[src/rtl/vga_scan_gen.sv]
// Purpose: raster scan timing generator (pixel coordinates, VGA syncs, blanking, line/frame ticks).
// Latency: all outputs registered; they lag the internal h/v counters by one clk and are mutually aligned.
// Backpressure: none; free-running, and pix_stb marks the first clk of each new coordinate.
module vga_scan_gen #(
    parameter int CLK_DIV  = 2,
    parameter int H_ACTIVE = 640,
    parameter int H_FP     = 16,
    parameter int H_SYNC   = 96,
    parameter int H_BP     = 48,
    parameter int V_ACTIVE = 480,
    parameter int V_FP     = 10,
    parameter int V_SYNC   = 2,
    parameter int V_BP     = 33
) (
    input  logic       clk,
    input  logic       rst,
    output logic [9:0] hsp,
    output logic [9:0] vsp,
    output logic       hsync,
    output logic       vsync,
    output logic       video_on,
    output logic       pix_stb,
    output logic       line_tick,
    output logic       frame_tick
);

    localparam int H_TOTAL = H_ACTIVE + H_FP + H_SYNC + H_BP;
    localparam int V_TOTAL = V_ACTIVE + V_FP + V_SYNC + V_BP;
    localparam int DIV_W   = (CLK_DIV > 1) ? $clog2(CLK_DIV) : 1;

    localparam logic [DIV_W-1:0] DIV_LAST = DIV_W'(CLK_DIV - 1);
    localparam logic [9:0]       H_LAST   = 10'(H_TOTAL - 1);
    localparam logic [9:0]       V_LAST   = 10'(V_TOTAL - 1);

    // Decode boundaries are 11 bits wide so a sync pulse ending exactly at 1024 still compares correctly.
    localparam logic [10:0] H_ACT_END = 11'(H_ACTIVE);
    localparam logic [10:0] H_SYN_BEG = 11'(H_ACTIVE + H_FP);
    localparam logic [10:0] H_SYN_END = 11'(H_ACTIVE + H_FP + H_SYNC);
    localparam logic [10:0] V_ACT_END = 11'(V_ACTIVE);
    localparam logic [10:0] V_SYN_BEG = 11'(V_ACTIVE + V_FP);
    localparam logic [10:0] V_SYN_END = 11'(V_ACTIVE + V_FP + V_SYNC);

    logic [DIV_W-1:0] div_cnt_q, div_cnt_d;
    logic [9:0]       h_cnt_q, h_cnt_d;
    logic [9:0]       v_cnt_q, v_cnt_d;
    logic             h_wrap_q, h_wrap_d;
    logic             v_wrap_q, v_wrap_d;
    logic [9:0]       hsp_q, hsp_d;
    logic [9:0]       vsp_q, vsp_d;
    logic             hsync_q, hsync_d;
    logic             vsync_q, vsync_d;
    logic             video_on_q, video_on_d;
    logic             pix_stb_q, pix_stb_d;
    logic             line_tick_q, line_tick_d;
    logic             frame_tick_q, frame_tick_d;

    logic             adv;
    logic             h_last;
    logic             v_last;
    logic [10:0]      h_ext;
    logic [10:0]      v_ext;

    // Next-state for the divider and raster counters, plus the registered output decodes.
    always_comb begin
        adv    = (div_cnt_q == DIV_LAST);
        h_last = (h_cnt_q == H_LAST);
        v_last = (v_cnt_q == V_LAST);
        h_ext  = {1'b0, h_cnt_q};
        v_ext  = {1'b0, v_cnt_q};

        div_cnt_d = adv ? '0 : div_cnt_q + 1'b1;
        h_cnt_d   = h_cnt_q;
        v_cnt_d   = v_cnt_q;
        if (adv) begin
            if (h_last) begin
                h_cnt_d = '0;
                v_cnt_d = v_last ? '0 : v_cnt_q + 10'd1;
            end else begin
                h_cnt_d = h_cnt_q + 10'd1;
            end
        end

        // Wrap flags remember that the counters just rolled over, so the tick lands on the
        // same clk the output stage first shows the wrapped coordinate. Reset clears them,
        // which is why the (0,0) shown after reset never carries a tick.
        h_wrap_d = adv && h_last;
        v_wrap_d = adv && h_last && v_last;

        hsp_d        = h_cnt_q;
        vsp_d        = v_cnt_q;
        hsync_d      = !((h_ext >= H_SYN_BEG) && (h_ext < H_SYN_END));
        vsync_d      = !((v_ext >= V_SYN_BEG) && (v_ext < V_SYN_END));
        video_on_d   = (h_ext < H_ACT_END) && (v_ext < V_ACT_END);
        pix_stb_d    = (div_cnt_q == '0);
        line_tick_d  = h_wrap_q;
        frame_tick_d = v_wrap_q;
    end

    // State and output registers; reset wins over any wrap or tick on the same edge.
    always_ff @(posedge clk) begin
        if (rst) begin
            div_cnt_q    <= '0;
            h_cnt_q      <= '0;
            v_cnt_q      <= '0;
            h_wrap_q     <= 1'b0;
            v_wrap_q     <= 1'b0;
            hsp_q        <= '0;
            vsp_q        <= '0;
            hsync_q      <= 1'b1;
            vsync_q      <= 1'b1;
            video_on_q   <= 1'b0;
            pix_stb_q    <= 1'b0;
            line_tick_q  <= 1'b0;
            frame_tick_q <= 1'b0;
        end else begin
            div_cnt_q    <= div_cnt_d;
            h_cnt_q      <= h_cnt_d;
            v_cnt_q      <= v_cnt_d;
            h_wrap_q     <= h_wrap_d;
            v_wrap_q     <= v_wrap_d;
            hsp_q        <= hsp_d;
            vsp_q        <= vsp_d;
            hsync_q      <= hsync_d;
            vsync_q      <= vsync_d;
            video_on_q   <= video_on_d;
            pix_stb_q    <= pix_stb_d;
            line_tick_q  <= line_tick_d;
            frame_tick_q <= frame_tick_d;
        end
    end

    assign hsp        = hsp_q;
    assign vsp        = vsp_q;
    assign hsync      = hsync_q;
    assign vsync      = vsync_q;
    assign video_on   = video_on_q;
    assign pix_stb    = pix_stb_q;
    assign line_tick  = line_tick_q;
    assign frame_tick = frame_tick_q;

endmodule

[config.mk]
export PLATFORM = sky130hd
export DESIGN_NAME = vga_scan_gen
export DESIGN_NICKNAME = d
export VERILOG_FILES = /design/src/rtl/vga_scan_gen.sv
export SDC_FILE = /design/constraint.sdc
export NUM_CORES = 1
export LEC_CHECK = 0
export ABC_AREA = 0
export CAP_MARGIN = 20
export CORE_ASPECT_RATIO = 2
export CORE_MARGIN = 2
export CORE_UTILIZATION = 35
export CTS_BUF_LIST = sky130_fd_sc_hd__clkbuf_16
export CTS_CLUSTER_DIAMETER = 120
export CTS_CLUSTER_SIZE = 20
export DETAILED_ROUTE_END_ITERATION = 8
export PLACE_DENSITY = 0.64
export SLEW_MARGIN = 0
export SYNTH_ARGS = -nofsm -noshare
export SYNTH_HDL_FRONTEND = slang
export SYNTH_SLANG_ARGS = --single-unit
export TNS_END_PERCENT = 30
[constraint.sdc]
create_clock -name clk -period 2.05 [get_ports clk]
set_input_delay 0.205 -clock clk [delete_from_list [all_inputs] [get_ports clk]]
set_output_delay 0.205 -clock clk [all_outputs]
set_load 0.05 [all_outputs]
==> impl_metrics.ini <==
[run_status]
status = finished clean

[final_layout]
instances_no_fill = 278
antenna_cells = 0
area_delta_synth_final_pct = 25.2
final_nets = 226
postLayoutCellArea_um2 = 2330
layout-drive-gt1-share = 0.0636

[die]
die_h_um = 107
io_pins = 28
num_rows = 37
die_w_um = 55.6
die-area_um2 = 5960
coreArea_um2 = 5140
start_util = 0.363

[synthesis]
syn_nets = 200
synthArstFlopShare = 0
synth_top_flop_cell = dfxtp_1
synth_simple_gate_area_share = 0.265
yosysMostFrequentCell = dfxtp_1
yosysSeqAreaShare = 0.526
synth_xor_area_frac = 0.0423
syn_inst = 193
synth_compound_area_frac = 0.0819
ys_seq_elements = 49
synthMuxAreaShare = 0
synth_cell_types = 37
netlist.area_leader.share = 0.526
synth.area.top_cells = dfxtp_1, nor2b_1, nor2_1
yosys-top-cells-count = dfxtp_1, nor2_1, nor2b_1, nor3_1
synth-adder-area-share = 0.0336
synth_edf_count = 0
syn_area_um2 = 1860
synth_top_family_by_area = simple AND/OR/NAND/NOR gates
avgSynthCellArea_um2 = 9.66
yosysWarnings = 0
yosys.area.top_type = dfxtp_1

[sta]
worstMarginPinSlew_ps = 508
report.final.slew_viol_count = 0
setup_violations = 0
rsz0062_at_grt = no
hold_viol_final = 0
timing.fmax_mhz = 569
timing.setup.tns_ps = 0
timing.slew.headroom = 0.660
clock_skew_ps = 5.08
worst_slack_ps = 293
finalCriticalPeriod_ps = 1760
period_share = 0.857

[power]
ir_worst_vdd_uv = 578
leakage_nw = 0.812
powerDensity_nw_per_um2 = 782
p_total_mw = 1.83

[drt]
drc = 0
drtPass1Iterations = 4
avgRoutedWirePerCell_um = 13.4
drtIter0Drc = 14
finalWirelength_um = 3720
viasPerCell = 5.07
vias = 1409
ant_nets = 0

[critical_path]
crit_path_start_kind = flop
cp_data_arrival_time_ps = 1930
worstPathRequired_ps = 2220
cp_max_fo = 9
ff2ff_path_depth = 5
critPathKind = reg -> reg
end_kind = flop

[clocking]
cts_tree = yes
cts_buffers = 5
htree_levels = 2
holdBufCountCts = 0
cts.path.max_buffers = 2
clk_pin_slew_worst_paths_ps = 60
postCtsSetupBuffers = 0
cts_root_buffer = clkbuf_16
postCtsResizedCells = 0
clkSinkCount = 49
clkLatencyLatePin_ps = 290

[place]
place_ws_ps = 314
place_inst = 270
gp_congestion = 0.763
port_buffers = 27
dp_hpwl_um = 2660
placed_cell_area_um2 = 2190

[worst_hold_path]
hold_path_depth = 1
min_path_type = reg -> reg

[grt]
grtUsageTotal = 0.136
grt_overflow = 0
grt_first_pass_wirelength_um = 6310
grt_pass1_vias = 1355
grt_max_degree = 48
antenna_found_initial = 0

[run]
maxCapViolations = 0
[metal layers]
layer,track usage,share of wire,up-vias
met5,0,0,-
met4,0.0923,0.041,0
met3,0.0217,0.027,9
met2,0.246,0.55,30
met1,0.138,0.38,650
li1,-,-,720
[where the power goes]
| group | internal (mW) | switching, mW |
|---|---|---|
| Sequential | 0.961 | 0.00612 |
| Clock | 0.447 | 0.341 |
| Combinational | 0.0240 | 0.0452 |
| Total | 1.43 | 0.393 |
[kinds of logic (layout without fill, tap and decap cells)]
kind of cell / count (synthesis) / count (layout)
and+or+nand+nor: 85 / 85
DFF: 49 / 49
AOI/OAI and AO/OA: 23 / 23
buffers and inverters: 22 / 49
xor gates and xnor gates: 9 / 9
adders and majority gates: 5 / 5
[state kept, by name, indices dropped and copies added (netlist names)]
register	count
line_tick	1
hsp	10
pix_stb	1
frame_tick_d	1
hsync	1
h_wrap_q	1
vsync	1
v_cnt_q	10
vsp	10
adv	1
frame_tick	1
video_on	1
h_cnt_q	10
[final cells by class]
type | instances | area (um2)
clock buffers | 5 | 125
flip-flops and latches | 49 | 981
clock inverters | 3 | 17.5
multi-input cells | 122 | 788
inverters | 10 | 37.5
repair buffers | 31 | 313
well taps | 58 | 72.6
fillers | 493 | 2800
[path summary, 6_finish.rpt]
check               endpoint  slack [ps]          from
hold / removal    frame_tick         430  frame_tick_d
setup / recovery  v_cnt_q[9]         290    h_cnt_q[0]
hold reg to reg   frame_tick         430  frame_tick_d
setup reg to reg  v_cnt_q[9]         290    h_cnt_q[0]
[layout by cell type (no fill, tap or decap), drive strengths merged, types with 2 or more instances in the layout]
master	instances
dfxtp	49
clkdlybuf4s50	27
nor2	18
nor2b	14
nor3	11
inv	10
nand3	10
a21oi	9
nand2	7
nand4	6
xnor2	5
and3	5
ha	5
clkbuf	5
xor2	4
buf	4
o32ai	3
and4	2
and4b	2
o31ai	2
or4	2
nand4b	2
or3	2
o21ai	2
clkinv	2
[critical path, cell delays in order, from the launching register on]
cell and delay, ps:
dfxtp_1 380, ha_1 230, and4_1 300, nand4b_1 350
a21o_1 270, o2bb2ai_1 130
[stage by stage]
stage / utilization / hold slack [ps]
6_report: 0.454 / 431
5_1_grt: 0.454 / 464
4_1_cts: 0.454 / 439
3_5_place_dp: 0.427 / 426
3_3_place_gp: 0.427 / 421
2_1_floorplan: - / 400
(Power assumes the default switching activity.)
